===== src/rtl/hazard_ctrl.sv =====
// hazard_ctrl: pipeline interlock and flush control for the D stage, plus
// the multiply/divide unit busy counter.
//
// Handshake note: there is no valid/ready pair here. stall holds PC and the
// F/D register (pc_en = fd_en = ~stall) and bubbles D/E (de_clr). Req is the
// exception/interrupt flush and wins over every hazard in the same cycle.
//
// MULT_CYC and DIV_CYC must lie in 1..15 so they fit the 4-bit md_cnt.
module hazard_ctrl #(
  parameter int unsigned MULT_CYC = 5,
  parameter int unsigned DIV_CYC  = 10
) (
  input  logic       clk,
  input  logic       reset,
  // D-stage operand usage
  input  logic [4:0] D_rs,
  input  logic [4:0] D_rt,
  input  logic [1:0] D_tuse_rs,
  input  logic [1:0] D_tuse_rt,
  input  logic       D_is_md,
  input  logic       D_is_eret,
  // producers in E and M
  input  logic [4:0] E_A3,
  input  logic [1:0] E_tnew,
  input  logic [4:0] M_A3,
  input  logic [1:0] M_tnew,
  input  logic       E_md_start,
  input  logic       E_md_is_div,
  input  logic       E_mtc0_epc,
  input  logic       M_mtc0_epc,
  input  logic       Req,
  // pipeline control
  output logic       stall,
  output logic       pc_en,
  output logic       fd_en,
  output logic       fd_clr,
  output logic       de_clr,
  output logic       em_clr,
  output logic       mw_clr,
  // MDU status
  output logic       md_busy,
  output logic [3:0] md_cnt,
  output logic       md_done
);

  typedef enum logic {
    MD_IDLE = 1'b0,
    MD_BUSY = 1'b1
  } md_state_e;

  localparam logic [3:0] MULT_LOAD = 4'(MULT_CYC);
  localparam logic [3:0] DIV_LOAD  = 4'(DIV_CYC);

  md_state_e  state_q;
  logic [3:0] cnt_q;

  logic rs_haz;
  logic rt_haz;
  logic md_haz;
  logic eret_haz;
  logic stall_raw;

  // Hazard detection: a source register is hazardous while a producer in E
  // or M still needs more cycles than the consumer can wait. $0 never hazards.
  always_comb begin
    rs_haz    = 1'b0;
    rt_haz    = 1'b0;
    md_haz    = 1'b0;
    eret_haz  = 1'b0;
    stall_raw = 1'b0;
    rs_haz = (D_rs != 5'd0) &&
             (((D_rs == E_A3) && (E_tnew > D_tuse_rs)) ||
              ((D_rs == M_A3) && (M_tnew > D_tuse_rs)));
    rt_haz = (D_rt != 5'd0) &&
             (((D_rt == E_A3) && (E_tnew > D_tuse_rt)) ||
              ((D_rt == M_A3) && (M_tnew > D_tuse_rt)));
    // The MDU hazard covers the start cycle itself (E_md_start) so an MD op
    // right behind mult/div never slips in before md_busy rises.
    md_haz    = D_is_md && (E_md_start || (state_q == MD_BUSY));
    eret_haz  = D_is_eret && (E_mtc0_epc || M_mtc0_epc);
    stall_raw = rs_haz || rt_haz || md_haz || eret_haz;
  end

  // Req overrides stalls: the whole front of the pipe is flushed instead.
  assign stall  = stall_raw && !Req;
  assign pc_en  = !stall;
  assign fd_en  = !stall;
  assign de_clr = stall || Req;
  assign fd_clr = Req;
  assign em_clr = Req;
  assign mw_clr = Req;

  assign md_busy = (state_q == MD_BUSY);
  assign md_cnt  = cnt_q;
  assign md_done = (state_q == MD_BUSY) && (cnt_q == 4'd1);

  // MDU FSM: load the op latency on a non-flushed start, count down to 1,
  // then return to idle. Req never aborts a running count; reset does.
  always_ff @(posedge clk) begin
    if (reset) begin
      state_q <= MD_IDLE;
      cnt_q   <= 4'd0;
    end else begin
      case (state_q)
        MD_IDLE: begin
          if (E_md_start && !Req) begin
            state_q <= MD_BUSY;
            cnt_q   <= E_md_is_div ? DIV_LOAD : MULT_LOAD;
          end
        end
        MD_BUSY: begin
          // A start seen here is ignored; the count simply continues.
          if (cnt_q <= 4'd1) begin
            state_q <= MD_IDLE;
            cnt_q   <= 4'd0;
          end else begin
            cnt_q <= cnt_q - 4'd1;
          end
        end
        default: begin
          state_q <= MD_IDLE;
          cnt_q   <= 4'd0;
        end
      endcase
    end
  end

endmodule


===== config.mk =====
export PLATFORM = sky130hd
export DESIGN_NAME = hazard_ctrl
export DESIGN_NICKNAME = d
export VERILOG_FILES = /design/src/rtl/hazard_ctrl.sv
export SDC_FILE = /design/constraint.sdc
export NUM_CORES = 1
export LEC_CHECK = 0
export BUFFER_PORTS_ARGS = -buffer_cell sky130_fd_sc_hd__buf_2
export CAP_MARGIN = 20
export CORE_MARGIN = 2
export CORE_UTILIZATION = 38
export CTS_CLUSTER_SIZE = 14
export DETAILED_ROUTE_END_ITERATION = 8
export PLACE_DENSITY = 0.74
export SLEW_MARGIN = 10
export SYNTH_ARGS = -nofsm -noshare
export SYNTH_HDL_FRONTEND = slang
export SYNTH_SLANG_ARGS = --single-unit

===== constraint.sdc =====
create_clock -name clk -period 1.55 [get_ports clk]
set_clock_uncertainty 0.05 [all_clocks]
set_input_delay 0 -clock clk [delete_from_list [all_inputs] [get_ports clk]]
set_output_delay 0 -clock clk [all_outputs]
set_load 0.01 [all_outputs]

### Word level (Yosys, flattened, before mapping)

Index checks and enable logic that the tools add are counted.

| storage, ports and cells | value |
|---|---|
| bits of input ports | 37 |
| bits in registers | 5 |
| output and inout port bits | 13 |
| logic and storage cells | 45 |

| operators by class | value |
|---|---|
| mux-type cells | 7 |
| reduce and logical (&&, ||, !) cells | 23 |
| add/subtract/negate cells | 1 |
| bitwise gates (word level) | 1 |
| $lt $le $gt $ge | 5 |
| eq/ne operators | 6 |

Operators with widths:

| kind | count |
|---|---|
| == test 5 bit | 4 |
| two-way mux 4 bit | 3 |
| logical AND 1 bit | 11 |
| nonzero test 5 bit | 2 |
| greater-than comparator 2 bit | 4 |
| logical OR 1 bit | 8 |
| case mux 4 bit (2 select lines) | 1 |
| == test 4 x 1 -> 1 bit, second input constant | 1 |
| <= comparator 4 x 1 -> 1 bit, second input constant | 1 |
| subtractor 4 x 1 -> 4 bit, second input constant | 1 |
| zero test 1 bit | 2 |
| two-way mux 1 bit | 2 |
| inequality test 2 bit, second input constant | 1 |
| case mux 1 bit (2 select lines) | 1 |
| inverter 1 bit | 1 |

### Longest topological paths before layout

Gate-level depths: netlist (run 1).

| logic depth | value |
|---|---|
| depth after elaboration | 9 |
| depth in mapped cells | 8 |

### Worst setup path after synthesis (run 1)

OpenSTA, ideal clock, no wires.

| path | value |
|---|---|
| kind | register to register |
| from | register cnt_q[0], in the netlist md_cnt[0] |
| to | register cnt_q[1], in the netlist md_cnt[1] |
| setup time | 0.095 ns |
| arrival | 1.422 ns |
| slack | -0.017 ns |
| cell stages (with the launch flop) | 7 |
| path through | dfxtp_1 > inv_1 > ha_1 > nor2_1 > o31ai_1 > or2_2 > a221oi_1 |

| between the ends | value |
|---|---|
| longest elaborated chain between the ends | 3 |
| elaborated cells between the ends (all ways) | 4 |

RTL lines:

| element | RTL line | source |
|---|---|---|
| start, declared | 55 | `logic [3:0] cnt_q;` |
| start signal, assigned | 108 | `cnt_q <= E_md_is_div ? DIV_LOAD : MULT_LOAD;` |
| start signal, assigned | 117 | `cnt_q <= cnt_q - 4'd1;` |
| subtractor 4 x 1 -> 4 bit / <= comparator 4 x 1 -> 1 bit (equally long branches) | 117, 113 |  |
| two-way mux 4 bit * | 113 | `if (cnt_q <= 4'd1) begin` |
| case mux 4 bit (2 select lines) * | 104 | `case (state_q)` |

Every way passes the cells marked *; elsewhere a longest branch is shown, timed or not.
A chain may end at the register's enable or synchronous reset.

### Final worst setup path (run 1)

Same ends and word-level chain as after synthesis.

==> impl_metrics.tcl, run 1 <==
set metrics [dict create \
    fill_cells 174 \
    whs_ns 0.04779 \
    place_area_um2 1035 \
    antenna_found_initial 0 \
    r2r_cells 6 \
    insertedDiodeCount 0 \
    ys.flop_type "dfxtp_1" \
    cts_root_buf "clkbuf_4" \
    post-route-period-util 0.9608 \
    fin_area_um2 1181 \
    max-slew-margin-rel 0.8004 \
    insertion_delay_ns 0.25 \
    wirelength_um 2363 \
    vias 915 \
    end_kind "flip-flop" \
    drt-initial-drc-count 13 \
    status "completed" \
    finalMaxSlewViolations 0 \
    worst_path_max_delay_cell "dfxtp_4" \
    hold_class "in -> reg" \
    ant_nets 0 \
    critPathLaunchType "flip-flop" \
    wl_per_cell_um 13.28 \
    final_cell_mix "47 x buf_2, 13 x xnor2_1, 10 x inv_1, 7 x xor2_1, 7 x ha_1" \
    die_area_um2 2437 \
    cap_violations 0 \
    core_area_um2 1942 \
    crit_required_ns 1.65 \
    synthCells 101 \
    synth.ff_latch_count 5 \
    gp_congestion 0.8386 \
    first_global_vias 893 \
    ys_types 31 \
    port_buffers 49 \
    hpwlAfterDp_um 1828 \
    cts_num_sinks 5 \
    final-setup-viol-count 0 \
    drive_above_1_share 0.4768 \
    grt_usage 0.1846 \
    clockBufferDepth 2 \
    via_per_inst 5.140 \
    cts_tree "yes" \
    final_nets 199 \
    ys_seq_area_frac 0.1280 \
    die_h_um 49.37 \
    fp.dieW_um 49.37 \
    grt_start_max_net_pins 8 \
    p_leak_nw 0.5348 \
    tightest_slew_ns 0.2962 \
    synth_area_per_cell_um2 7.743 \
    rows 16 \
    route.detailed.drc 0 \
    io_pins 50 \
    crit_type "reg -> reg" \
    path_cells "inv_1, ha_2, nor2_4, o31ai_2, or2_2, a221oi_2" \
    cts_buffers 3 \
    grt_pass1_wl_um 3505 \
    pwr_density_cell_nw_per_um2 553.8 \
    min_path_cells 4 \
    r2r_setup_slack_ns 0.06 \
    clk_pin_slew_ns 0.04 \
    first_pass_iters 4 \
    yosys_warnings 0 \
    start_util 0.4027 \
    cp_max_fo 6 \
    htree_levels 1 \
    layout_commonest_cell "buf_2" \
    hold_viol_final 0 \
    synth_enable_flop_cells 0 \
    grt-ovfl-total 0 \
    period_needed_ns 1.489 \
    cp.arrival_ns 1.59 \
    synth_area_um2 782.0 \
    max_stage_delay_ns 0.38 \
    area.growth.synth_to_final_pct 51.04 \
    synth_fp_nets 148 \
    peakVddDrop_uv 483.4 \
    synth-async-reset-ratio 0 \
    max_freq_mhz 671.5 \
]
[per-stage QoR]
| stage | setup slack [ns] | instances | setup TNS, ns | utilization | total power, mW |
|---|---|---|---|---|---|
| after floorplan | 0.02290 | 101 | 0 | - | 0.3284 |
| after CTS | 0.006448 | 178 | 0 | 0.5593 | 0.6172 |
| after global placement | 0.02828 | 173 | 0 | 0.5329 | 0.4368 |
| after global routing | -0.01441 | 178 | -0.04103 | 0.6082 | 0.7105 |
| final | 0.06074 | 178 | 0 | 0.6082 | 0.6541 |
| after detailed placement | -0.1159 | 173 | -0.1159 | 0.5329 | 0.4467 |
[kinds of logic (layout without fill, tap and decap cells)]
logic type,count (synthesis),after routing,synth area share
buffers and inverters,17,67,0.1024
AOI/OAI and AO/OA,24,24,0.2048
and+or+nand+nor,25,25,0.1808
xor gates and xnor gates,20,20,0.2240
adders and majority gates,10,10,0.1600
DFF,5,5,0.1280
[Yosys cell counts (3+ instances only)]
cell type	n	share of area
nor2_1	4	0.019
o21ai_0	7	0.045
dfxtp_1	5	0.13
nand2_1	3	0.014
inv_1	12	0.058
xnor2_1	13	0.15
buf_4	4	0.038
nand4_1	3	0.024
xor2_1	7	0.078
ha_1	10	0.16
nor4_1	3	0.024
a21oi_1	4	0.026
[final timing paths]
path                                  start         to
worst max-delay path              md_cnt[0]  md_cnt[1]
worst min-delay path            E_md_is_div  md_cnt[0]
worst max register to register    md_cnt[0]  md_cnt[1]
worst min register to register    md_cnt[1]  md_cnt[1]
[cell type report]
cell class,count,area (um^2),share of cell area
inverter,12,45.04,0.03814
clock buffer,4,26.28,0.02225
multi-input combinational,79,695.7,0.5890
timing repair buffer,51,275.3,0.2331
tap,27,33.78,0.02860
sequential,5,105.1,0.08898
[flip-flops by register name, summed over array words and instances, names as in the netlist]
signal	cells
md_cnt	4
md_busy	1
[worst max-delay path, delay by kind of cell (launching register included)]
family                     cells  cell delay [ns]
and+or+nand+nor                2             0.40
DFF                            1             0.38
AOI/OAI and AO/OA              2             0.30
adders and majority gates      1             0.20
buffers and inverters          1             0.06
[what timing repair did]
action,in CTS,in global routing
endpoints found under the hold margin,5,0
setup endpoints to repair,1,5
setup buffers,0,0
hold buffers,1,0
pin swaps,0,11
gates resized for setup,5,19
[per-layer routing]
| layer | up-vias | global-route usage | wire (um) | share of wire |
|---|---|---|---|---|
| met5 | - | 0 | 0 | 0 |
| met4 | 0 | 0.1190 | 60 | 0.025 |
| met3 | 7 | 0.03988 | 132 | 0.056 |
| met2 | 30 | 0.3491 | 1311 | 0.55 |
| met1 | 413 | 0.1766 | 858 | 0.36 |
| li1 | 465 | - | - | - |
[power breakdown]
group	internal (mW)	total [mW]	switching (mW)
Combinational	0.162	0.334	0.173
Sequential	0.143	0.165	0.0217
Clock	0.0976	0.155	0.0574
Total	0.402	0.654	0.252
Note: power is estimated with default switching activity, not from simulation.
==> inputs of run 2 (changes only) <==
MAX_ROUTING_LAYER = met4   (was unset)
==> run 2 against run 1 <==
Effect of this change: combinational power barely moved; non-clock buffer count unchanged; cell count stayed put; sequential power hardly changed; register-to-register slack about the same; largest power group unchanged; fmax hardly changed; critical endpoint unchanged; final area did not move; sequential share of layout area stayed put; critical path depth stayed put; highest routed layer unchanged.
==> impl_metrics.tcl, run 2 (synthesis results as in run 1) <==
set metrics [dict create \
    status "completed" \
    area.growth.synth_to_final_pct 51.04 \
    r2r_cells 6 \
    cp.arrival_ns 1.59 \
    tightest_slew_ns 0.2962 \
    drive_above_1_share 0.4768 \
    cts_buffers 3 \
    first_pass_iters 4 \
    wl_per_cell_um 13.28 \
    first_global_vias 892 \
    max-slew-margin-rel 0.8004 \
    insertion_delay_ns 0.25 \
    postCtsSetupBuffers 0 \
    hpwlAfterDp_um 1828 \
    fin_total_pwr_mw 0.6530 \
    route.detailed.drc 0 \
    peakVddDrop_uv 483.3 \
    insertedDiodeCount 0 \
    drt-initial-drc-count 13 \
    io_pins 50 \
    period_needed_ns 1.489 \
    crit_type "reg -> reg" \
    wirelength_um 2364 \
    cts_tree "yes" \
    grt_start_max_net_pins 8 \
    min_path_cells 4 \
    crit_required_ns 1.65 \
    grt_pass1_wl_um 3505 \
    finalMaxSlewViolations 0 \
    antenna_found_initial 0 \
    grt_usage 0.1897 \
    end_kind "flip-flop" \
    hold_class "in -> reg" \
    cap_violations 0 \
    min-delay-start "E_md_is_div" \
    cp_max_fo 6 \
    clockBufferDepth 2 \
    hold-path-endpoint "md_cnt[0]" \
    hold_viol_final 0 \
    fp.dieW_um 49.37 \
    post-route-period-util 0.9605 \
    final_cell_mix "47 x buf_2, 13 x xnor2_1, 10 x inv_1, 7 x xor2_1, 7 x ha_1" \
    final_nets 199 \
    die_h_um 49.37 \
    grt-ovfl-total 0 \
    fill_cells 174 \
    final-setup-viol-count 0 \
    ant_nets 0 \
    pwr_density_cell_nw_per_um2 552.9 \
    rows 16 \
    clk_pin_slew_ns 0.04 \
    htree_levels 1 \
    port_buffers 49 \
    layout_commonest_cell "buf_2" \
    via_per_inst 5.140 \
    gp_congestion 0.8515 \
    vias 915 \
    p_leak_nw 0.5348 \
    cts_root_buf "clkbuf_4" \
    largest_register_ffs 4 \
    rr_startpoint "md_cnt[0]" \
    core_area_um2 1942 \
    die_area_um2 2437 \
    max_freq_mhz 671.7 \
    start_util 0.4027 \
    r2r_setup_slack_ns 0.06 \
    r2r-end "md_cnt[1]" \
    critPathLaunchType "flip-flop" \
    postLayoutCoreUtil 0.6082 \
    cts_num_sinks 5 \
]
[run 2: cell counts in the layout (fill, tap and decap cells not counted)]
No cell type changed its count.
[run 2: timing repair]
item                                   4_1_cts  5_1_grt
setup endpoints to repair                    1        5
gates resized for setup                      5       19
gates cloned                                 0        0
endpoints found under the hold margin        5        0
hold buffers                                 1        0
pin swaps                                    0       11
[run 2: where the power goes]
group          total (mW)  switching, mW  internal (mW)
Combinational       0.334          0.173          0.162
Sequential          0.165         0.0217          0.143
Clock               0.154         0.0564         0.0975
Total               0.653          0.251          0.402
[run 2: how the worst max path moves through the flow]
stage / startpoint / end / slack [ns] / depth (start not counted)
final: md_cnt[0] / md_cnt[1] / 0.06 / 6
after global routing: D_tuse_rt[1] / fd_en / -0.01 / 9
after CTS: md_cnt[1] / md_cnt[1] / 0.006 / 6
after detailed placement: md_cnt[1] / md_cnt[1] / -0.12 / 6
after global placement: md_cnt[0] / md_cnt[1] / 0.03 / 6
after floorplan: md_cnt[1] / md_cnt[1] / 0.02 / 6
[run 2: through the flow]
step | area [um^2] | setup TNS, ns | std cells | setup slack, ns | hold WS [ns]
CTS | 1086 | 0 | 178 | 0.006448 | 0.04194
finish | 1181 | 0 | 178 | 0.06124 | 0.04929
global route | 1181 | -0.04103 | 178 | -0.01441 | 0.07568
global placement | 1035 | 0 | 173 | 0.02828 | 0.1813
detailed placement | 1035 | -0.1159 | 173 | -0.1159 | 0.1837
floorplan | 783.3 | 0 | 101 | 0.02290 | -0.004202
[run 2: worst max-delay path, cell delays in order, from the launching register on]
cell	delay, ns
dfxtp_4	0.38
inv_1	0.06
ha_2	0.20
nor2_4	0.10
o31ai_2	0.08
or2_2	0.30
a221oi_2	0.22
[run 2: metal layers]
layer / routed length [um] / global-route usage / up-vias / part of all wire
li1: - / - / 465 / -
met1: 867 / 0.1784 / 413 / 0.37
met2: 1311 / 0.3491 / 30 / 0.55
met3: 125 / 0.03681 / 7 / 0.053
met4: 60 / 0.1190 / 0 / 0.025
met5: 0 / - / - / 0
[run 2: area by class of cell]
| class | count | area [um^2] | share of cell area |
|---|---|---|---|
| clock buffers | 4 | 26.28 | 0.02225 |
| multi-input cells | 79 | 695.7 | 0.5890 |
| well taps | 27 | 33.78 | 0.02860 |
| repair buffers | 51 | 275.3 | 0.2331 |
| flip-flops and latches | 5 | 105.1 | 0.08898 |
| inverters | 12 | 45.04 | 0.03814 |
